**src/rtl/serial_link_pkg.sv**
```systemverilog
// Shared definitions for the serial word link: frame width, FSM states, and the receiver
// idle word that benches use.
package serial_link_pkg;

    localparam int unsigned LINK_WIDTH = 16;
    localparam logic [LINK_WIDTH-1:0] LINK_IDLE_WORD = 16'hF800;

    typedef enum logic [1:0] {
        IDLE,
        SHIFT,
        GAP
    } tx_state_e;

    // Counter width able to hold 0..n-1, never narrower than one bit.
    function automatic int unsigned cnt_width(input int unsigned n);
        return (n > 1) ? $clog2(n) : 1;
    endfunction

endpackage

```
**src/rtl/serial_bit_timer.sv**
```systemverilog
// Bit-period down-counter for the serial transmitter. bit_tick is registered and marks the
// last cycle of each bit period; tick_next is its next-state value.
module serial_bit_timer
    import serial_link_pkg::*;
#(
    parameter int unsigned BIT_DIV = 1
) (
    input  logic CLOCK,
    input  logic RESET_N,
    input  logic start,
    input  logic run,
    output logic bit_tick,
    output logic tick_next
);

    localparam int unsigned CW = cnt_width(BIT_DIV);
    localparam logic [CW-1:0] LAST = CW'(BIT_DIV - 1);

    logic [CW-1:0] cnt_q, cnt_d;
    logic          tick_q;

    // A new word, or a fresh period after reaching zero, reloads the full period length.
    always_comb begin
        cnt_d = LAST;
        if (!start && run) begin
            cnt_d = (cnt_q == '0) ? LAST : cnt_q - 1'b1;
        end
        tick_next = run && (cnt_d == '0);
    end

    always_ff @(posedge CLOCK or negedge RESET_N) begin
        if (!RESET_N) begin
            cnt_q  <= LAST;
            tick_q <= 1'b0;
        end else begin
            cnt_q  <= cnt_d;
            tick_q <= tick_next;
        end
    end

    assign bit_tick = tick_q;

endmodule

```
**src/rtl/serial_word_tx.sv**
```systemverilog
// Transmit end of the serial word link: accepts words on valid/ready, buffers one pending
// word, and shifts each out LSB first on DATA with one ENABLE strobe per bit.
module serial_word_tx
    import serial_link_pkg::*;
#(
    parameter int unsigned WIDTH      = LINK_WIDTH,
    parameter int unsigned BIT_DIV    = 1,
    parameter int unsigned GAP_CYCLES = 0,
    parameter int unsigned CNT_W      = 8
) (
    input  logic             CLOCK,
    input  logic             RESET_N,
    input  logic [WIDTH-1:0] WORD_IN,
    input  logic             WORD_VALID,
    output logic             WORD_READY,
    output logic             DATA,
    output logic             ENABLE,
    output logic             BUSY,
    output logic [CNT_W-1:0] WORDS_SENT
);

    localparam int unsigned IW = cnt_width(WIDTH + 1);
    localparam int unsigned GW = cnt_width(GAP_CYCLES);
    localparam logic [IW-1:0] LAST_BIT = IW'(WIDTH - 1);
    localparam logic [GW-1:0] LAST_GAP = GW'((GAP_CYCLES > 0) ? GAP_CYCLES - 1 : 0);
    localparam bit HAS_GAP = (GAP_CYCLES > 0);

    tx_state_e        state_q, state_d;
    logic [WIDTH-1:0] shift_q, shift_d;
    logic [WIDTH-1:0] hold_q, hold_d;
    logic             hold_full_q, hold_full_d;
    logic [IW-1:0]    bit_idx_q, bit_idx_d;
    logic [GW-1:0]    gap_cnt_q, gap_cnt_d;
    logic [CNT_W-1:0] words_q, words_d;
    logic             busy_q;

    logic bit_tick, tick_next;
    logic accept, last_bit, gap_done;
    logic word_slot, load_hold, load_in, start, run;

    assign accept   = WORD_VALID & ~hold_full_q;
    assign last_bit = (state_q == SHIFT) & bit_tick & (bit_idx_q == LAST_BIT);
    assign gap_done = (state_q == GAP) & (gap_cnt_q == LAST_GAP);
    assign run      = (state_d == SHIFT);

    serial_bit_timer #(
        .BIT_DIV (BIT_DIV)
    ) u_timer (
        .CLOCK     (CLOCK),
        .RESET_N   (RESET_N),
        .start     (start),
        .run       (run),
        .bit_tick  (bit_tick),
        .tick_next (tick_next)
    );

    always_ff @(posedge CLOCK or negedge RESET_N) begin
        if (!RESET_N) begin
            state_q <= IDLE;
        end else begin
            state_q <= state_d;
        end
    end

    always_comb begin
        state_d = state_q;
        unique case (state_q)
            IDLE:    if (start) state_d = SHIFT;
            SHIFT: begin
                if (last_bit) begin
                    if (HAS_GAP) state_d = GAP;
                    else         state_d = start ? SHIFT : IDLE;
                end
            end
            GAP:     if (gap_done) state_d = start ? SHIFT : IDLE;
            default: state_d = IDLE;
        endcase
    end

    // A word slot is any cycle whose closing edge may begin a new word; the pending word wins,
    // otherwise an incoming word bypasses the hold buffer.
    always_comb begin
        word_slot = 1'b0;
        unique case (state_q)
            IDLE:    word_slot = 1'b1;
            SHIFT:   word_slot = last_bit & ~HAS_GAP;
            GAP:     word_slot = gap_done;
            default: word_slot = 1'b0;
        endcase
        load_hold = word_slot & hold_full_q;
        load_in   = word_slot & ~hold_full_q & accept;
        start     = load_hold | load_in;
    end

    always_comb begin
        shift_d   = shift_q;
        bit_idx_d = bit_idx_q;
        if (load_hold) begin
            shift_d   = hold_q;
            bit_idx_d = '0;
        end else if (load_in) begin
            shift_d   = WORD_IN;
            bit_idx_d = '0;
        end else if ((state_q == SHIFT) && bit_tick) begin
            // Zero fill leaves DATA low once the word has fully drained.
            shift_d   = shift_q >> 1;
            bit_idx_d = bit_idx_q + 1'b1;
        end

        hold_d      = hold_q;
        hold_full_d = hold_full_q & ~load_hold;
        if (accept && !load_in) begin
            hold_d      = WORD_IN;
            hold_full_d = 1'b1;
        end

        gap_cnt_d = ((state_q == GAP) && !gap_done) ? gap_cnt_q + 1'b1 : '0;

        // Count lands together with the final strobe of the word.
        words_d = words_q;
        if (tick_next && (bit_idx_d == LAST_BIT)) begin
            words_d = words_q + 1'b1;
        end
    end

    always_ff @(posedge CLOCK or negedge RESET_N) begin
        if (!RESET_N) begin
            shift_q     <= '0;
            hold_q      <= '0;
            hold_full_q <= 1'b0;
            bit_idx_q   <= '0;
            gap_cnt_q   <= '0;
            words_q     <= '0;
            busy_q      <= 1'b0;
        end else begin
            shift_q     <= shift_d;
            hold_q      <= hold_d;
            hold_full_q <= hold_full_d;
            bit_idx_q   <= bit_idx_d;
            gap_cnt_q   <= gap_cnt_d;
            words_q     <= words_d;
            busy_q      <= (state_d != IDLE) | hold_full_d;
        end
    end

    assign WORD_READY = ~hold_full_q;
    assign DATA       = shift_q[0];
    assign ENABLE     = bit_tick;
    assign BUSY       = busy_q;
    assign WORDS_SENT = words_q;

endmodule
```
**config.mk**
```make
export PLATFORM = sky130hd
export DESIGN_NAME = serial_word_tx
export DESIGN_NICKNAME = d
export VERILOG_FILES = /design/src/rtl/serial_link_pkg.sv /design/src/rtl/serial_bit_timer.sv /design/src/rtl/serial_word_tx.sv
export SDC_FILE = /design/constraint.sdc
export NUM_CORES = 1
export LEC_CHECK = 0
export ABC_AREA = 1
export CORE_MARGIN = 3
export CORE_UTILIZATION = 60
export CTS_CLUSTER_DIAMETER = 150
export DETAILED_ROUTE_END_ITERATION = 12
export HOLD_SLACK_MARGIN = 0.02
export PLACE_DENSITY = 0.92
export SETUP_SLACK_MARGIN = 0.02
export SLEW_MARGIN = 20
export SYNTH_ARGS = -nofsm -noshare
export SYNTH_HDL_FRONTEND = slang
export SYNTH_SLANG_ARGS = --single-unit
export TNS_END_PERCENT = 20
```
**constraint.sdc**
```tcl
create_clock -name CLOCK -period 3.9 [get_ports CLOCK]
set_input_delay 0.585 -clock CLOCK [delete_from_list [all_inputs] [get_ports CLOCK]]
set_output_delay 0.585 -clock CLOCK [all_outputs]
set_load 0.05 [all_outputs]
```
==> results of run 1 <==
## flip-flops by register name, indices dropped and copies added, names as in the netlist, 2 cells and up
register and flops:
WORDS_SENT 8, bit_idx_q 5, hold_q 16, shift_q 16
state_q 2
## worst min path at each step
stage	start	endpoint	depth (start not counted)
final	RESET_N	gap_cnt_q$_DFF_PN0_	1
after global routing	RESET_N	gap_cnt_q$_DFF_PN0_	1
after CTS	hold_q[14]$_DFFE_PN0P_	hold_q[14]$_DFFE_PN0P_	2
after detailed placement	hold_q[14]$_DFFE_PN0P_	hold_q[14]$_DFFE_PN0P_	2
after global placement	hold_q[13]$_DFFE_PN0P_	hold_q[13]$_DFFE_PN0P_	2
after floorplan	RESET_N	BUSY$_DFF_PN0_	0
## final cells by class
cell class / instances / area [sq um]
repair buffers: 30 / 298
clock buffers: 7 / 76.3
fillers: 329 / 1110
inverters: 53 / 200
well taps: 50 / 62.6
flip-flops and latches: 51 / 1280
multi-input cells: 231 / 1180
clock inverters: 1 / 5.00
## kinds of logic after synthesis
logic type,after synthesis,synth area share
adders and majority gates,3,0.0137
xor gates and xnor gates,6,0.0191
and+or+nand+nor,185,0.326
AOI/OAI and AO/OA,36,0.0679
other,1,0.00136
buffers and inverters,67,0.107
DFF,51,0.464
## per-layer routing
metal,GRT usage,up-vias
met1,0.273,1061
li1,-,1148
met2,0.361,52
met3,0.0438,11
met4,0.0684,0
met5,0,-
## report_power, final
| group | internal, mW | switching, mW |
|---|---|---|
| clock network | 0.126 | 0.166 |
| logic | 0.312 | 0.662 |
| registers | 0.707 | 0.125 |
## critical path, stage by stage (launching register included)
cell	delay, ns
dfrtp_1	0.82
inv_1	0.12
clkdlybuf4s50_1	0.73
## metrics by stage
stage | worst slack (ns) | instances
final | 1.35 | 423
after global routing | 1.24 | 423
after CTS | 1.32 | 423
after detailed placement | 1.55 | 415
after global placement | 1.64 | 415
after floorplan | 2.06 | 349
## layout by cell type, fill, tap and decap left out, drive strengths merged
cell	n
nor2	8
conb	1
o21ai	31
nand3	62
clkinv	2
o211ai	1
a21oi	4
clkdlybuf4s50	29
ha	3
inv	52
buf	1
dfrtp	51
xnor2	4
xor2	2
nor3	1
nand2	111
clkbuf	7
nand4	3
==> results.py, run 1 <==
metrics = {
    "die": {
        "die_w_um": 73.7,
        "rows": 23,
        "die_y_um": 73.7,
        "start_util": 0.654,
        "ios": 31,
        "core_sq_mm": 0.00420,
        "die_area_sq_mm": 0.00543,
    },
    "clocking": {
        "htreeDepth": 2,
        "cts_made_buffers": 5,
        "cts_sinks": 51,
        "cts_buffer_depth": 2,
        "insertion_delay_ns": 0.30,
        "cts_setup_buffers": 0,
        "root_buffer": "clkbuf_8",
        "hold_buffers": 0,
        "clk_pin_slew_ns": 0.08,
        "ctsResizeCount": 0,
        "cts_tree": "yes",
    },
    "sta": {
        "setup-tns-final_ns": 0,
        "finClkSkew_ns": 0.00377,
        "finalCritPeriodShare": 0.655,
        "slew_viol_final": 0,
        "hold_violations": 0,
        "tightest_slew_ns": 0.728,
        "holdWs_ns": 0.290,
        "setup_viol": 0,
        "fin_crit_ns": 2.55,
        "maxSlewHeadroom": 0.515,
        "max_freq_mhz": 391,
        "rsz0062_at_grt": "false",
    },
    "yosys": {
        "synth_area_sq_mm": 0.00275,
        "synthTopCellsByCount": "nand2_1 (103), nand3_1 (59), dfrtp_1 (51), inv_1 (51), o21ai_0 (19)",
        "synth_edf_count": 0,
        "ys_seq_area_frac": 0.464,
        "synth_nets": 371,
        "syn_avg_cell_area_sq_um": 7.87,
        "synth_top_area_frac": 0.464,
        "ys_ff_latch": 51,
        "ys_warn_count": 0,
        "synthDistinctLibCells": 28,
        "synth_top_area_cell": "dfrtp_1",
        "yosys.cell_count.top_type": "nand2_1",
        "synth_flop_cell": "dfrtp_1",
        "synthArstFlopShare": 1.00,
        "synthCells": 349,
        "synth_area_leaders": "dfrtp_1 (46%), nand2_1 (14%), nand3_1 (11%)",
    },
    "critical_path": {
        "endpoint_kind": "primary output",
        "critPathLaunch": "hold_full_q$_DFF_PN0_",
        "rrSetupSlack_ns": 1.49,
        "r2r_start": "bit_idx_q[0]$_DFF_PN0_",
        "endpoint": "WORD_READY",
        "worstPathMaxFanout": 19,
        "arrival_ns": 1.97,
        "crit_path_start_kind": "flop",
        "critPathRequiredTime_ns": 3.31,
        "worst_r2r_endpoint": "shift_q[2]$_DFFE_PN0P_",
        "worst-r2r-cell-count": 10,
        "critical_path_class": "flop to primary output",
    },
    "global_route": {
        "grt_usage": 0.213,
        "grt_pass1_vias": 2158,
        "grt_max_degree": 52,
        "grt_pass1_wl_um": 9180,
        "overflow": 0,
        "antenna_found_initial": 0,
    },
    "drt": {
        "wl_per_cell_um": 12.3,
        "dr_wl_met3_um": 247,
        "wl_met1_um": 2390,
        "drt-vias-per-instance": 5.37,
        "routed_wl_um": 5210,
        "drtPass1Iterations": 4,
        "drc": 0,
        "drtIter0Drc": 196,
        "num_vias": 2272,
        "top_layer_used": "met4",
        "wl_met2_um": 2490,
        "ant_nets": 0,
    },
    "final_layout": {
        "antennaDiodeCount": 0,
        "nets": 394,
        "stdcell_area_sq_mm": 0.00309,
        "syn2layout_area_growth_pct": 12.6,
        "drive_gt1_frac": 0.0643,
        "utilization": 0.736,
    },
    "flow_run": {
        "max_cap_violations": 0,
    },
    "power": {
        "p_per_area_mw_per_mm2": 678,
        "p_leak_nw": 1.65,
        "finalPower_mw": 2.10,
        "peakVddDrop_uv": 379,
    },
    "place": {
        "numPortBuffers": 30,
        "place_hpwl_um": 3550,
        "placed_area_sq_mm": 0.00301,
        "place_congestion": 0.838,
    },
    "min_path": {
        "hold_class": "input pin to asynchronous set/reset pin",
    },
    "run_status": {
        "status": "complete, no violations",
    },
}
No activity file was read; power rests on OpenSTA's default activity.
==> run 2: changes to the inputs <==
- CORE_UTILIZATION: 60 -> 51
- PLACE_DENSITY: 0.92 -> 0.84
- clock period: 3.9 -> 2.3 ns (I/O delays scaled with it)
==> run 2 against run 1 <==
Clock skew grew 0.011 ns; non-clock buffer count up 8; sequential cell count is the same; sequential share of layout area down 1.9 points; combinational power up 83%; highest routed layer unchanged; sequential power increased by 66%; via count up 0.13%.
==> results.py, run 2 (synthesis results as in run 1) <==
metrics = {
    "clocking": {
        "cts_tree": "yes",
        "root_buffer": "clkbuf_8",
        "cts_buffer_depth": 2,
        "clk_pin_slew_ns": 0.10,
        "hold_buffers": 0,
        "insertion_delay_ns": 0.30,
        "cts_setup_buffers": 0,
        "htreeDepth": 2,
        "cts_made_buffers": 5,
        "cts_sinks": 51,
        "ctsResizeCount": 0,
    },
    "power": {
        "p_leak_nw": 1.71,
        "power_frac_comb": 0.459,
        "p_sw_frac": 0.424,
        "power_frac_clock": 0.186,
        "internal-power_mw": 2.23,
        "p_per_area_mw_per_mm2": 1200,
        "netSwitchingPower_mw": 1.64,
        "peakVddDrop_uv": 636,
        "seqPwrFrac": 0.356,
    },
    "die": {
        "start_util": 0.531,
        "die_y_um": 79.4,
        "die_area_sq_mm": 0.00630,
        "core_sq_mm": 0.00517,
        "rows": 26,
        "ios": 31,
        "die_w_um": 79.4,
    },
    "final_layout": {
        "final_cell_mix": "nand2_1 (103), nand3_1 (59), dfrtp_1 (51), inv_1 (51), clkdlybuf4s50_1 (29)",
        "nets": 402,
        "antennaDiodeCount": 0,
        "stdcell_count": 451,
        "drive_gt1_frac": 0.0866,
        "utilization": 0.627,
        "layout_commonest_cell": "nand2_1",
        "syn2layout_area_growth_pct": 17.9,
        "fill_cells": 458,
        "stdcell_area_sq_mm": 0.00324,
    },
    "global_route": {
        "grt_usage": 0.191,
        "use_met3": 0.0237,
        "antenna_found_initial": 0,
        "overflow": 0,
        "grt_pass1_vias": 2170,
        "grt_max_degree": 52,
        "grt_pass1_wl_um": 9700,
        "met1_usage": 0.259,
        "top_usage_layer": "met2",
        "met2_usage": 0.314,
    },
    "critical_path": {
        "worst_r2r_endpoint": "hold_q[15]$_DFFE_PN0P_",
        "r2r_start": "bit_idx_q[1]$_DFF_PN0_",
        "crit_path_start_kind": "flop",
        "worstPathMaxFanout": 22,
        "worst-r2r-cell-count": 11,
        "rrSetupSlack_ns": 0.24,
        "endpoint_kind": "flop",
        "arrival_ns": 2.28,
        "critical_path_class": "flop to flop",
        "critPathRequiredTime_ns": 2.52,
    },
    "sta": {
        "setup_viol": 0,
        "hold_violations": 0,
        "rsz0062_at_grt": "false",
        "finalCritPeriodShare": 0.895,
        "max_freq_mhz": 486,
        "fin_crit_ns": 2.06,
        "setup-tns-final_ns": 0,
        "finClkSkew_ns": 0.0152,
        "tightest_slew_ns": 0.631,
        "maxSlewHeadroom": 0.579,
        "slew_viol_final": 0,
    },
    "drt": {
        "drt-vias-per-instance": 5.04,
        "ant_nets": 0,
        "drtIter0Drc": 148,
        "drtPass1Iterations": 4,
        "drc": 0,
        "num_vias": 2275,
        "wl_per_cell_um": 12.0,
        "routed_wl_um": 5410,
    },
    "place": {
        "place_hpwl_um": 3800,
        "placed_area_sq_mm": 0.00311,
        "place_congestion": 0.839,
        "place_inst": 443,
        "numPortBuffers": 30,
    },
    "flow_run": {
        "max_cap_violations": 0,
    },
    "run_status": {
        "status": "complete, no violations",
    },
    "min_path": {
        "hold_class": "input pin to asynchronous set/reset pin",
    },
}
==> run 2: power groups by stage <==
| stage | sequential [mW] | combinational (mW) | clock (mW) |
|---|---|---|---|
| after CTS | 1.38 | 1.79 | 0.739 |
| after global placement | 1.38 | 1.72 | 0 |
| after detailed placement | 1.40 | 1.78 | 0 |
| after floorplan | 1.43 | 1.34 | 0 |
| final | 1.38 | 1.78 | 0.720 |
| after global routing | 1.42 | 2.03 | 0.767 |
==> run 2: final cells by class <==
class	instances	area (sq um)	share of cell area
inverter	53	200	0.0618
clock buffer	6	72.6	0.0224
clock inverter	2	60.1	0.0185
tap	70	87.6	0.0270
multi-input combinational	231	1180	0.363
timing repair buffer	38	368	0.114
sequential	51	1280	0.394
==> run 2: layer usage <==
metal / vias to the layer above / routed length (um)
met5: - / 0
met4: 0 / 99
met3: 9 / 165
met2: 50 / 2590
met1: 1059 / 2560
li1: 1157 / -
==> run 2: critical path, cell delays in order, from the launching register on <==
cell and delay [ns]:
dfrtp_1 0.42, ha_1 0.19, inv_1 0.05, nor3_1 0.13, ha_1 0.19, nand4_1 0.14
nand2_4 0.22, inv_1 0.10, nand2_2 0.20, buf_12 0.19, nand2_1 0.06, o21ai_1 0.08
==> run 2: worst max-delay path by stage <==
stage | from | endpoint | slack, ns | depth (start not counted)
after CTS | bit_idx_q[1]$_DFF_PN0_ | hold_q[15]$_DFFE_PN0P_ | 0.21 | 11
final | bit_idx_q[1]$_DFF_PN0_ | hold_q[15]$_DFFE_PN0P_ | 0.24 | 11
after global placement | bit_idx_q[0]$_DFF_PN0_ | shift_q[9]$_DFFE_PN0P_ | 0.33 | 12
after floorplan | bit_idx_q[0]$_DFF_PN0_ | WORDS_SENT[2]$_DFFE_PN0P_ | 0.46 | 12
after global routing | bit_idx_q[0]$_DFF_PN0_ | shift_q[14]$_DFFE_PN0P_ | 0.02 | 11
after detailed placement | bit_idx_q[1]$_DFF_PN0_ | WORDS_SENT[4]$_DFFE_PN0P_ | 0.24 | 11
==> run 2: stage by stage <==
step | worst slack, ns | hold slack (ns) | power, mW
floorplan | 0.457 | 0.0494 | 2.77
global placement | 0.328 | 0.466 | 3.10
detailed placement | 0.243 | 0.477 | 3.18
CTS | 0.207 | 0.171 | 3.91
global route | 0.0214 | 0.196 | 4.21
finish | 0.240 | 0.151 | 3.88
